===== src/rtl/fifo_buffer_acc_param.sv =====
// Partial-sum FIFO with occupancy, almost-full and sticky error flags.
// Define FIFO_ACC_SAT_EN for signed-saturating accumulate (default wraps).
module fifo_buffer_acc_param #(
  parameter int DataWidth        = 32,
  parameter int Depth            = 4,
  parameter int AlmostFullThresh = Depth - 1
) (
  input  logic                       clk,
  input  logic                       aclr,
  input  logic                       Push,
  input  logic                       Pop,
  input  logic                       Acc,
  input  logic                       ClearErr,
  input  logic [DataWidth-1:0]       DataIn,
  output logic [DataWidth-1:0]       DataOut,
  output logic                       Empty,
  output logic                       Full,
  output logic                       AlmostFull,
  output logic [$clog2(Depth):0]     Count,
  output logic                       Overflow,
  output logic                       Underflow
);

  localparam int AW = $clog2(Depth);
  localparam int CW = AW + 1;

  logic [DataWidth-1:0] mem [Depth];
  logic [AW-1:0]        rd;
  logic [AW-1:0]        wr;
  logic [CW-1:0]        cnt;
  logic                 ovf;
  logic                 unf;

  logic                 do_pop;
  logic                 do_push;
  logic                 acc_go;
  logic                 ovf_evt;
  logic                 unf_evt;
  logic [DataWidth-1:0] head;
  logic [DataWidth-1:0] sum;
  logic [DataWidth-1:0] acc_val;
  logic [DataWidth-1:0] wdata;
  logic [CW-1:0]        cnt_nxt;

  assign Empty      = (cnt == '0);
  assign Full       = (cnt == CW'(Depth));
  assign AlmostFull = (cnt >= CW'(AlmostFullThresh));
  assign Count      = cnt;
  assign Overflow   = ovf;
  assign Underflow  = unf;

  assign head    = mem[rd];
  assign DataOut = Empty ? '0 : head;

  // Request qualification: a pop on a full FIFO frees the slot for a push.
  always_comb begin
    do_pop  = Pop & ~Empty;
    do_push = Push & (~Full | do_pop);
    acc_go  = Acc & Push & do_pop;
    ovf_evt = Push & ~do_push;
    unf_evt = Pop & Empty;
    cnt_nxt = cnt + CW'(do_push) - CW'(do_pop);
  end

  // Accumulate adder: wraps by default, clamps when saturation is enabled.
  always_comb begin
    sum     = head + DataIn;
    acc_val = sum;
`ifdef FIFO_ACC_SAT_EN
    if ((head[DataWidth-1] == DataIn[DataWidth-1]) &&
        (sum[DataWidth-1] != head[DataWidth-1])) begin
      acc_val = head[DataWidth-1]
              ? {1'b1, {(DataWidth-1){1'b0}}}
              : {1'b0, {(DataWidth-1){1'b1}}};
    end
`endif
    wdata = acc_go ? acc_val : DataIn;
  end

  // Storage, pointers, occupancy and sticky error flags.
  always_ff @(posedge clk or posedge aclr) begin
    if (aclr) begin
      for (int i = 0; i < Depth; i++) mem[i] <= '0;
      rd  <= '0;
      wr  <= '0;
      cnt <= '0;
      ovf <= 1'b0;
      unf <= 1'b0;
    end else begin
      if (do_push) begin
        mem[wr] <= wdata;
        wr      <= wr + AW'(1);
      end
      if (do_pop) rd <= rd + AW'(1);
      cnt <= cnt_nxt;
      ovf <= ovf_evt | (ovf & ~ClearErr);
      unf <= unf_evt | (unf & ~ClearErr);
    end
  end

endmodule

===== config.mk =====
export PLATFORM = sky130hd
export DESIGN_NAME = fifo_buffer_acc_param
export DESIGN_NICKNAME = d
export VERILOG_FILES = /design/src/rtl/fifo_buffer_acc_param.sv
export SDC_FILE = /design/constraint.sdc
export NUM_CORES = 1
export LEC_CHECK = 0
export ABC_AREA = 1
export CAP_MARGIN = 15
export CORE_MARGIN = 3
export CORE_UTILIZATION = 30
export CTS_BUF_LIST = sky130_fd_sc_hd__clkbuf_8
export DETAILED_ROUTE_END_ITERATION = 10
export GPL_TIMING_DRIVEN = 0
export PLACE_DENSITY = 0.46
export SYNTH_ARGS = -nofsm -noshare
export SYNTH_HDL_FRONTEND = slang
export SYNTH_SLANG_ARGS = --single-unit

===== constraint.sdc =====
create_clock -name clk -period 5 [get_ports clk]
set_input_delay 0.75 -clock clk [delete_from_list [all_inputs] [get_ports clk]]
set_output_delay 0.75 -clock clk [all_outputs]
set_load 0.02 [all_outputs]

**Yosys cells after proc, flatten, opt, wreduce, memory -nomap -nowiden**

Cells that the tools add are included.

- Order comparisons: 4
- Equal/unequal tests: 1
- Mux-type cells: 8
- $add $sub $neg: 5
- Reduce and logical (&&, ||, !) cells: 2
- Bitwise gates (word level): 17

Operators by type and width:

| operator | number |
|---|---|
| 2-to-1 mux 32 bit | 5 |
| bitwise mux 128 bit | 1 |
| binary-select mux 32 bit (select 2 bit) | 1 |
| demux 32 bit (select 2 bit) | 1 |
| adder 32 bit | 1 |
| bitwise AND 1 bit | 8 |
| >= comparator 3 bit, second input constant | 2 |
| NOT 2 -> 3 bit | 2 |
| adder 2 x 1 -> 2 bit, second input constant | 2 |
| NOT 1 bit | 4 |
| adder 3 x 1 -> 3 bit | 1 |
| equality test 3 bit, second input constant | 1 |
| >= comparator 3 x 2 -> 1 bit, second input constant | 1 |
| logical NOT 3 bit | 1 |
| less-than comparator 3 x 1 -> 1 bit, second input constant | 1 |
| OR 1 bit | 3 |
| subtractor 3 x 1 -> 3 bit | 1 |
| logical AND 1 bit | 1 |

- Logic and storage cells: 46
- Bits of input ports: 38
- Register bits: 137
- Output and inout port bits: 40

**Logic depth before layout (Yosys ltp)**

Gate-level depths: netlist of run 1.

- Depth in word-level cells: 8
- Gate-level depth with buffers: 21

**Least setup slack after synthesis of run 1**

OpenSTA, ideal clock, no wires.

- Path kind: reg2reg
- Start point: register rd[1]
- End point: register mem[52] (netlist bit)
- Stages on the path, launching flop included: 19
- Period minus slack after synthesis: 2,687 ps
- Arrival: 2,557 ps
- Path slack: 2,313 ps
- Data required time: 4,870 ps
- Path through: dfrtp_1 > clkbuf_1 > inv_1 > clkbuf_1 > nor2_1 > o21ai_0 > nand2_1 > ha_1 > fa_1 > nand3_1 > nand3_1 > nand3_1 > nand3_1 > nand2_1 > nand2_1 > nand2_1 > nand3_1 > nand3_1 > o21ai_1

- Cells in the longest elaborated chain, start to end: 7

RTL lines:

| element | line | text |
|---|---|---|
| start, declared | 28 | `logic [AW-1:0] rd;` |
| start signal, assigned | 94 | `if (do_pop) rd <= rd + AW'(1);` |
| NOT 2 -> 3 bit (implied by the code) | 52 | `assign head = mem[rd];` |
| binary-select mux 32 bit (select 2 bit) | 52 |  |
| 2-to-1 mux 32 bit (implied by the code) (2 in series) | 52 |  |
| adder 32 bit | 67 | `sum = head + DataIn;` |
| 2-to-1 mux 32 bit | 77 | `wdata = acc_go ? acc_val : DataIn;` |
| bitwise mux 128 bit | 91 | `mem[wr] <= wdata;` |
| end signal, assigned by index | 91 |  |
| end, declared | 27 | `logic [DataWidth-1:0] mem [Depth];` |

Every way passes these cells. The select of a mux whose other input is x is not followed.
A chain may end at the register's enable or synchronous reset.

**Final worst setup path of run 1**

- Start point: register rd[0]
- End point: output port DataOut[19]

- Cells in the longest elaborated chain, start to end: 5

RTL lines:

| element | line | text |
|---|---|---|
| NOT 2 -> 3 bit (implied by the code) | 52 |  |
| binary-select mux 32 bit (select 2 bit) | 52 |  |
| 2-to-1 mux 32 bit (implied by the code) (2 in series) | 52 |  |
| 2-to-1 mux 32 bit | 53 | `assign DataOut = Empty ? '0 : head;` |
| end, declared | 15 | `output logic [DataWidth-1:0] DataOut,` |

Every way passes these cells. The select of a mux whose other input is x is not followed.

==> results of run 1 <==
==> cell type report <==
cell class              count  area (sq um)
fillers                  3400         19000
multi-input cells        1036          4970
flip-flops and latches    137          3430
repair buffers             78           798
inverters                 156           591
well taps                 390           488
plain buffers              54           239
clock buffers              17           234
clock inverters            15           200
==> sequential cells by signal, indices dropped and copies added, names as in the netlist <==
| name | flops |
|---|---|
| wr | 2 |
| Count | 3 |
| Overflow | 1 |
| rd | 2 |
| Underflow | 1 |
| mem | 128 |
==> layer usage <==
layer | GRT usage | routed length, um | part of all wire | vias to the layer above
met5 | 0 | 0 | 0 | -
met4 | 0.0414 | 402 | 0.012 | 0
met3 | 0.0344 | 1800 | 0.054 | 27
met2 | 0.313 | 14700 | 0.44 | 227
met1 | 0.297 | 16300 | 0.49 | 4231
li1 | - | - | - | 4572
==> placed cells by master, fill, tap and decap left out, drive strengths merged, types with 37 or more instances in the layout <==
cell type,n
nor2,127
nand2,485
a21oi,63
dfrtp,137
clkbuf,49
o21ai,120
inv,166
ha,37
nand3,139
clkdlybuf4s50,77
==> cell families after synthesis <==
family,count (synthesis),share of synthesized area
AND/OR/NAND/NOR,780,0.354
buffers and inverters,210,0.0894
AO/OA/AOI/OAI,196,0.110
flip-flops,137,0.372
adder cells (fa/ha/maj),39,0.0545
XOR/XNOR,19,0.0180
multiplexers,2,0.00217
==> how the worst max path moves through the flow <==
| stage | cells after the start | to | slack (ns) |
|---|---|---|---|
| 6_report | 8 | DataOut[19] | 0.91 |
| 5_1_grt | 8 | DataOut[19] | 0.70 |
| 4_1_cts | 8 | DataOut[19] | 0.84 |
| 3_5_place_dp | 15 | mem[124] | 1.22 |
| 3_3_place_gp | 2 | mem[25] | -2.08 |
| 2_1_floorplan | 1 | Count[0] | 0.58 |
==> worst register-to-register path: stages (launching register included) <==
cell	delay, ns
dfrtp_1	0.40
inv_1	0.07
clkbuf_1	0.44
clkbuf_1	0.52
nor2_1	0.09
nor2_1	0.11
o21ai_0	0.15
nand2_1	0.12
ha_1	0.31
fa_1	0.34
nand3_1	0.09
nand3_1	0.17
nand3_1	0.10
nand3_1	0.23
nand2_1	0.12
nand3_1	0.11
nand3_2	0.17
nand3_1	0.12
nand2_1	0.07
==> power breakdown <==
group          switching [mW]  total, mW  internal (mW)
Sequential              0.256       1.88           1.63
Clock                   0.578       1.05          0.477
Combinational            3.96       6.10           2.14
==> flow_summary_export.csv, run 1 <==
group,metric,value,unit
route,ant_nets,0,
global_routing,grt_pass1_wl,51.1,mm
layout,syn_to_final_growth,18.7,%
clocking,cts_sinks,137,
yosys,synth-seq-area-share,0.372,
global_routing,antenna_found_initial,0,
yosys,yosysWarningCount,0,
place,place_congestion,0.937,
layout,layout.cells.non_filler,1883,
critical_path,worst_r2r_path_depth,18,
critical_path,path_buf_inv,4,
critical_path,rrSetupSlack,1.16,ns
pwr,vdd_drop_max,0.000359,V
sta,timing.slew.headroom,0.423,
critical_path,startpoint_type,"flip-flop",
min_path,hold_depth,2,
yosys,async_flop_share,1.00,
yosys,ys_top_cells_by_count,"nand2_1, inv_1, dfrtp_1, nor2_1, nand3_1",
min_path,hold_end,"mem[27]",
yosys,ys_ff_latch,137,
status,outcome,"complete, no violations",
yosys,syn_nets,1460,
route,wl_per_cell,17.6,um
flow_run,maxCapViolations,0,
clocking,cts_setup_buffers,0,
min_path,holdCritPathClass,"flip-flop to flip-flop",
yosys,synthCells,1383,
sta,worst_pin_slew,0.866,ns
yosys,ys_types,30,
sta,final-setup-viol-count,0,
clocking,postCtsHoldBufs,0,
sta,period_share,0.817,
layout,fin_area,10900,sq um
critical_path,cpLargestDelayFamily,"buffers and inverters",
yosys,yosysMostFrequentCell,"nand2_1",
sta,holdWs,0.483,ns
clocking,cts_buffers,17,
floorplan,row_count,63,
route,drtIter0Drc,845,
layout,drive_gt1_frac,0.0502,
floorplan,start_util,0.308,
critical_path,cpPeakStageDelay,0.68,ns
sta,fin_crit,4.09,ns
pwr,p_per_area,825,nW/um^2
layout,diodes,0,
global_routing,grt_max_degree,81,
layout,fin_util,0.366,
place,dpl_worst_slack,1.22,ns
yosys,synth.cell_area,9220,sq um
layout,nets,1557,
sta,fin_skew,0.0185,ns
critical_path,rr_startpoint,"rd[0]",
floorplan,dieHeight,181,um
sta,layout_setup_ws,0.915,ns
yosys,ys.flop_type,"dfrtp_1",
clocking,clockBufferDepth,2,
clocking,insertion_delay,0.48,ns
critical_path,path_cells,"inv_1, clkbuf_1, clkbuf_1, nor2_1, nor2_1, o21ai_0, a21oi_1, clkdlybuf4s50_1",
pwr,finalPower,9.03,mW
yosys,netlist_top_cells_area,"dfrtp_1, nand2_1, nand3_1, inv_1, nor2_1",
sta,rsz0062_at_grt,"no",
place,hpwl,25.3,mm
clocking,tritoncts,"yes",
yosys,avgSynthCellArea,6.67,sq um
critical_path,crit_type,"flip-flop to primary output",
pwr,leakage,5.71,nW
sta,hold_viol,0,
sta,clock.fmax,0.245,GHz
sta,fin_tns_setup,0,ns
critical_path,cp_slowest_cell,"clkdlybuf4s50_1",
critical_path,required,4.25,ns
clocking,clk_pin_slew,0.09,ns
critical_path,cp-startpoint,"rd[0]",
route,wl,33.1,mm
place,post-place-cells,1851,
sta,slew_viol_final,0,
yosys,synth_enable_flop_cells,0,
yosys,synth.top_cell.area_share,0.372,
floorplan,coreArea,30000,sq um
route,drc,0,
yosys,synth_top_area_cell,"dfrtp_1",
clocking,ctsResizeCount,0,
place,dpl_cell_area,10500,sq um
critical_path,crit_arrival,3.34,ns
route,via_per_inst,4.81,
floorplan,ios,78,
place,port_buffers,77,
floorplan,die_w,181,um
clocking,cts_max_level,4,
route,vias,9057,
route,drtPass1Iterations,5,
min_path,min_from,"mem[27]",
floorplan,die-area,32900,sq um
global_routing,grt_pass1_vias,8595,
global_routing,gr-total-overflow,0,
global_routing,grt_usage,0.202,
critical_path,crit_fanout,10,
critical_path,worstSetupEndpointType,"primary output",
clocking,cts-root-buf,"clkbuf_8",
critical_path,r2r_end,"mem[124]",
(Power assumes the default switching activity.)
==> inputs of run 2 (changes only) <==
==> constraint.sdc (replaced) <==
create_clock -name clk -period 3.92 [get_ports clk]
set_input_delay 0.588 -clock clk [delete_from_list [all_inputs] [get_ports clk]]
set_output_delay 0.588 -clock clk [all_outputs]
set_load 0.02 [all_outputs]
==> run 2 against run 1 <==
Power increased by 27%. Via count is 0.59% higher. Highest routed layer unchanged. Wire length increased by 2.1%. Worst setup slack lost 0.75 ns. Combinational power increased by 29%. Largest power group unchanged. Sequential power rose by 27%. Cell area up 0.15%. Critical endpoint is now DataOut[13].
==> flow_summary_export.csv, run 2 (same netlist as run 1, synthesis figures left out) <==
group,metric,value,unit
global_routing,grt_usage,0.208,
pwr,p_int,5.35,mW
global_routing,gr-total-overflow,0,
clocking,tritoncts,"yes",
floorplan,dieHeight,181,um
critical_path,required,3.33,ns
route,ant_nets,0,
clocking,cts_max_level,4,
clocking,clk_pin_slew,0.10,ns
floorplan,start_util,0.308,
route,wl_per_cell,18.0,um
layout,diodes,0,
route,wl,33.8,mm
flow_run,maxCapViolations,0,
route,via_per_inst,4.83,
floorplan,die-area,32900,sq um
pwr,leakage,5.73,nW
layout,top_register,"mem",
critical_path,startpoint_type,"flip-flop",
pwr,p_per_area,1050,nW/um^2
sta,timing.slew.headroom,0.408,
floorplan,row_count,63,
sta,fin_crit,3.76,ns
pwr,vdd_drop_max,0.000384,V
global_routing,grt_max_degree,38,
clocking,cts_setup_buffers,0,
place,place_congestion,0.935,
sta,clock.fmax,0.266,GHz
route,drc,0,
critical_path,crit_fanout,10,
place,port_buffers,77,
pwr,swShare,0.535,
sta,period_share,0.959,
sta,worst_pin_slew,0.888,ns
clocking,cts_sinks,137,
layout,layout_common_cells,"nand2_1, inv_1, dfrtp_1",
sta,final-setup-viol-count,0,
route,vias,9110,
sta,hold_viol,0,
place,post-place-cells,1853,
global_routing,grt_pass1_wl,52.5,mm
clocking,clockBufferDepth,2,
min_path,holdCritPathClass,"flip-flop to flip-flop",
pwr,p_comb_frac,0.682,
layout,layout_commonest_cell,"nand2_1",
floorplan,die_w,181,um
pwr,switchingPower,6.15,mW
pwr,p_clk_frac,0.110,
layout,layout.cells.non_filler,1885,
place,hpwl,25.8,mm
layout,largest_reg_flops,128,
clocking,cts_buffers,17,
sta,slew_viol_final,0,
layout,drive_gt1_frac,0.0569,
global_routing,grt_pass1_vias,8926,
clocking,cts-root-buf,"clkbuf_8",
critical_path,crit_type,"flip-flop to primary output",
sta,fin_skew,0.0203,ns
layout,final.fill_count,3370,
floorplan,ios,78,
critical_path,worstSetupEndpointType,"primary output",
critical_path,crit_arrival,3.17,ns
pwr,finalPower,11.5,mW
clocking,insertion_delay,0.48,ns
status,outcome,"complete, no violations",
route,drtIter0Drc,704,
layout,syn_to_final_growth,18.9,%
pwr,seqPwrFrac,0.208,
layout,nets,1559,
floorplan,coreArea,30000,sq um
global_routing,antenna_found_initial,0,
route,drtPass1Iterations,7,
## run 2: changes by cell type in the layout (fill, tap and decap cells not counted)
cell / delta
clkbuf_2: +8
clkinvlp_4: +2
buf_16: -1
clkbuf_1: -8
bufinv_16: -1
inv_6: -1
clkinv_4: +1
buf_12: +3
inv_8: -1
## run 2: layout make-up
cell class | instances | area, sq um | area share
Multi-Input combinational cell | 1036 | 4970 | 0.453
Sequential cell | 137 | 3430 | 0.313
Timing Repair Buffer | 80 | 831 | 0.0758
Inverter | 156 | 589 | 0.0537
Tap cell | 390 | 488 | 0.0445
Buffer | 54 | 249 | 0.0227
Clock buffer | 17 | 234 | 0.0213
Clock inverter | 15 | 175 | 0.0160
## run 2: worst max-delay path, cell delays in order, from the launching register on
cell,delay (ns)
dfrtp_1,0.41
inv_1,0.07
clkbuf_1,0.46
clkbuf_1,0.65
o211ai_1,0.20
a21oi_1,0.25
clkdlybuf4s50_1,0.65
## run 2: path summary, 6_finish.rpt
check	from	endpoint	slack (ns)	cells after the start
setup / recovery	rd[0]	DataOut[13]	0.16	6
hold / removal	mem[106]	mem[106]	0.48	2
setup reg to reg	rd[0]	mem[124]	0.26	16
hold reg to reg	mem[106]	mem[106]	0.48	2
max in group asynchronous	aclr	mem[90]	2.34	4
min in group asynchronous	aclr	mem[74]	0.63	2
## run 2: what timing repair did
item / 4_1_cts / 5_1_grt
pin swaps: 0 / 0
hold buffers: 0 / 0
setup endpoints to repair: 1 / 87
resized for setup: 2 / 13
## run 2: per-layer routing
layer	up-vias	GRT usage	wire (um)
met5	-	0	0
met4	0	0.0350	298
met3	21	0.0376	1980
met2	231	0.334	15400
met1	4283	0.298	16200
li1	4575	-	-
## run 2: power by group through the flow
stage | Sequential [mW] | Combinational [mW] | Clock [mW]
4_1_cts | 2.39 | 7.86 | 1.30
3_5_place_dp | 2.41 | 7.82 | 0
5_1_grt | 2.48 | 8.81 | 1.37
2_1_floorplan | 2.37 | 5.22 | 0
3_3_place_gp | 2.41 | 7.79 | 0
6_report | 2.39 | 7.85 | 1.26
## run 2: metrics by stage
step | worst slack (ns) | hold WS, ns | area, sq um | util | setup TNS, ns
floorplan | 1.23 | 0.444 | 9230 | - | 0
global placement | 0.0374 | 0.457 | 10500 | 0.350 | 0
detailed placement | 0.0999 | 0.460 | 10500 | 0.352 | 0
CTS | 0.0331 | 0.485 | 11000 | 0.366 | 0
global route | -0.00993 | 0.495 | 11000 | 0.366 | -0.0118
finish | 0.162 | 0.482 | 11000 | 0.366 | 0
==> inputs of run 3 (changes only) <==
--- a/config.mk
+++ b/config.mk
@@ -10,6 +10,7 @@
 export CORE_MARGIN = 3
 export CORE_UTILIZATION = 30
 export CTS_BUF_LIST = sky130_fd_sc_hd__clkbuf_8
+export CTS_CLUSTER_DIAMETER = 100
 export DETAILED_ROUTE_END_ITERATION = 10
 export GPL_TIMING_DRIVEN = 0
 export PLACE_DENSITY = 0.46
==> results of run 3 <==
No change in the layout: final DEF, timing and power equal those of run 2.
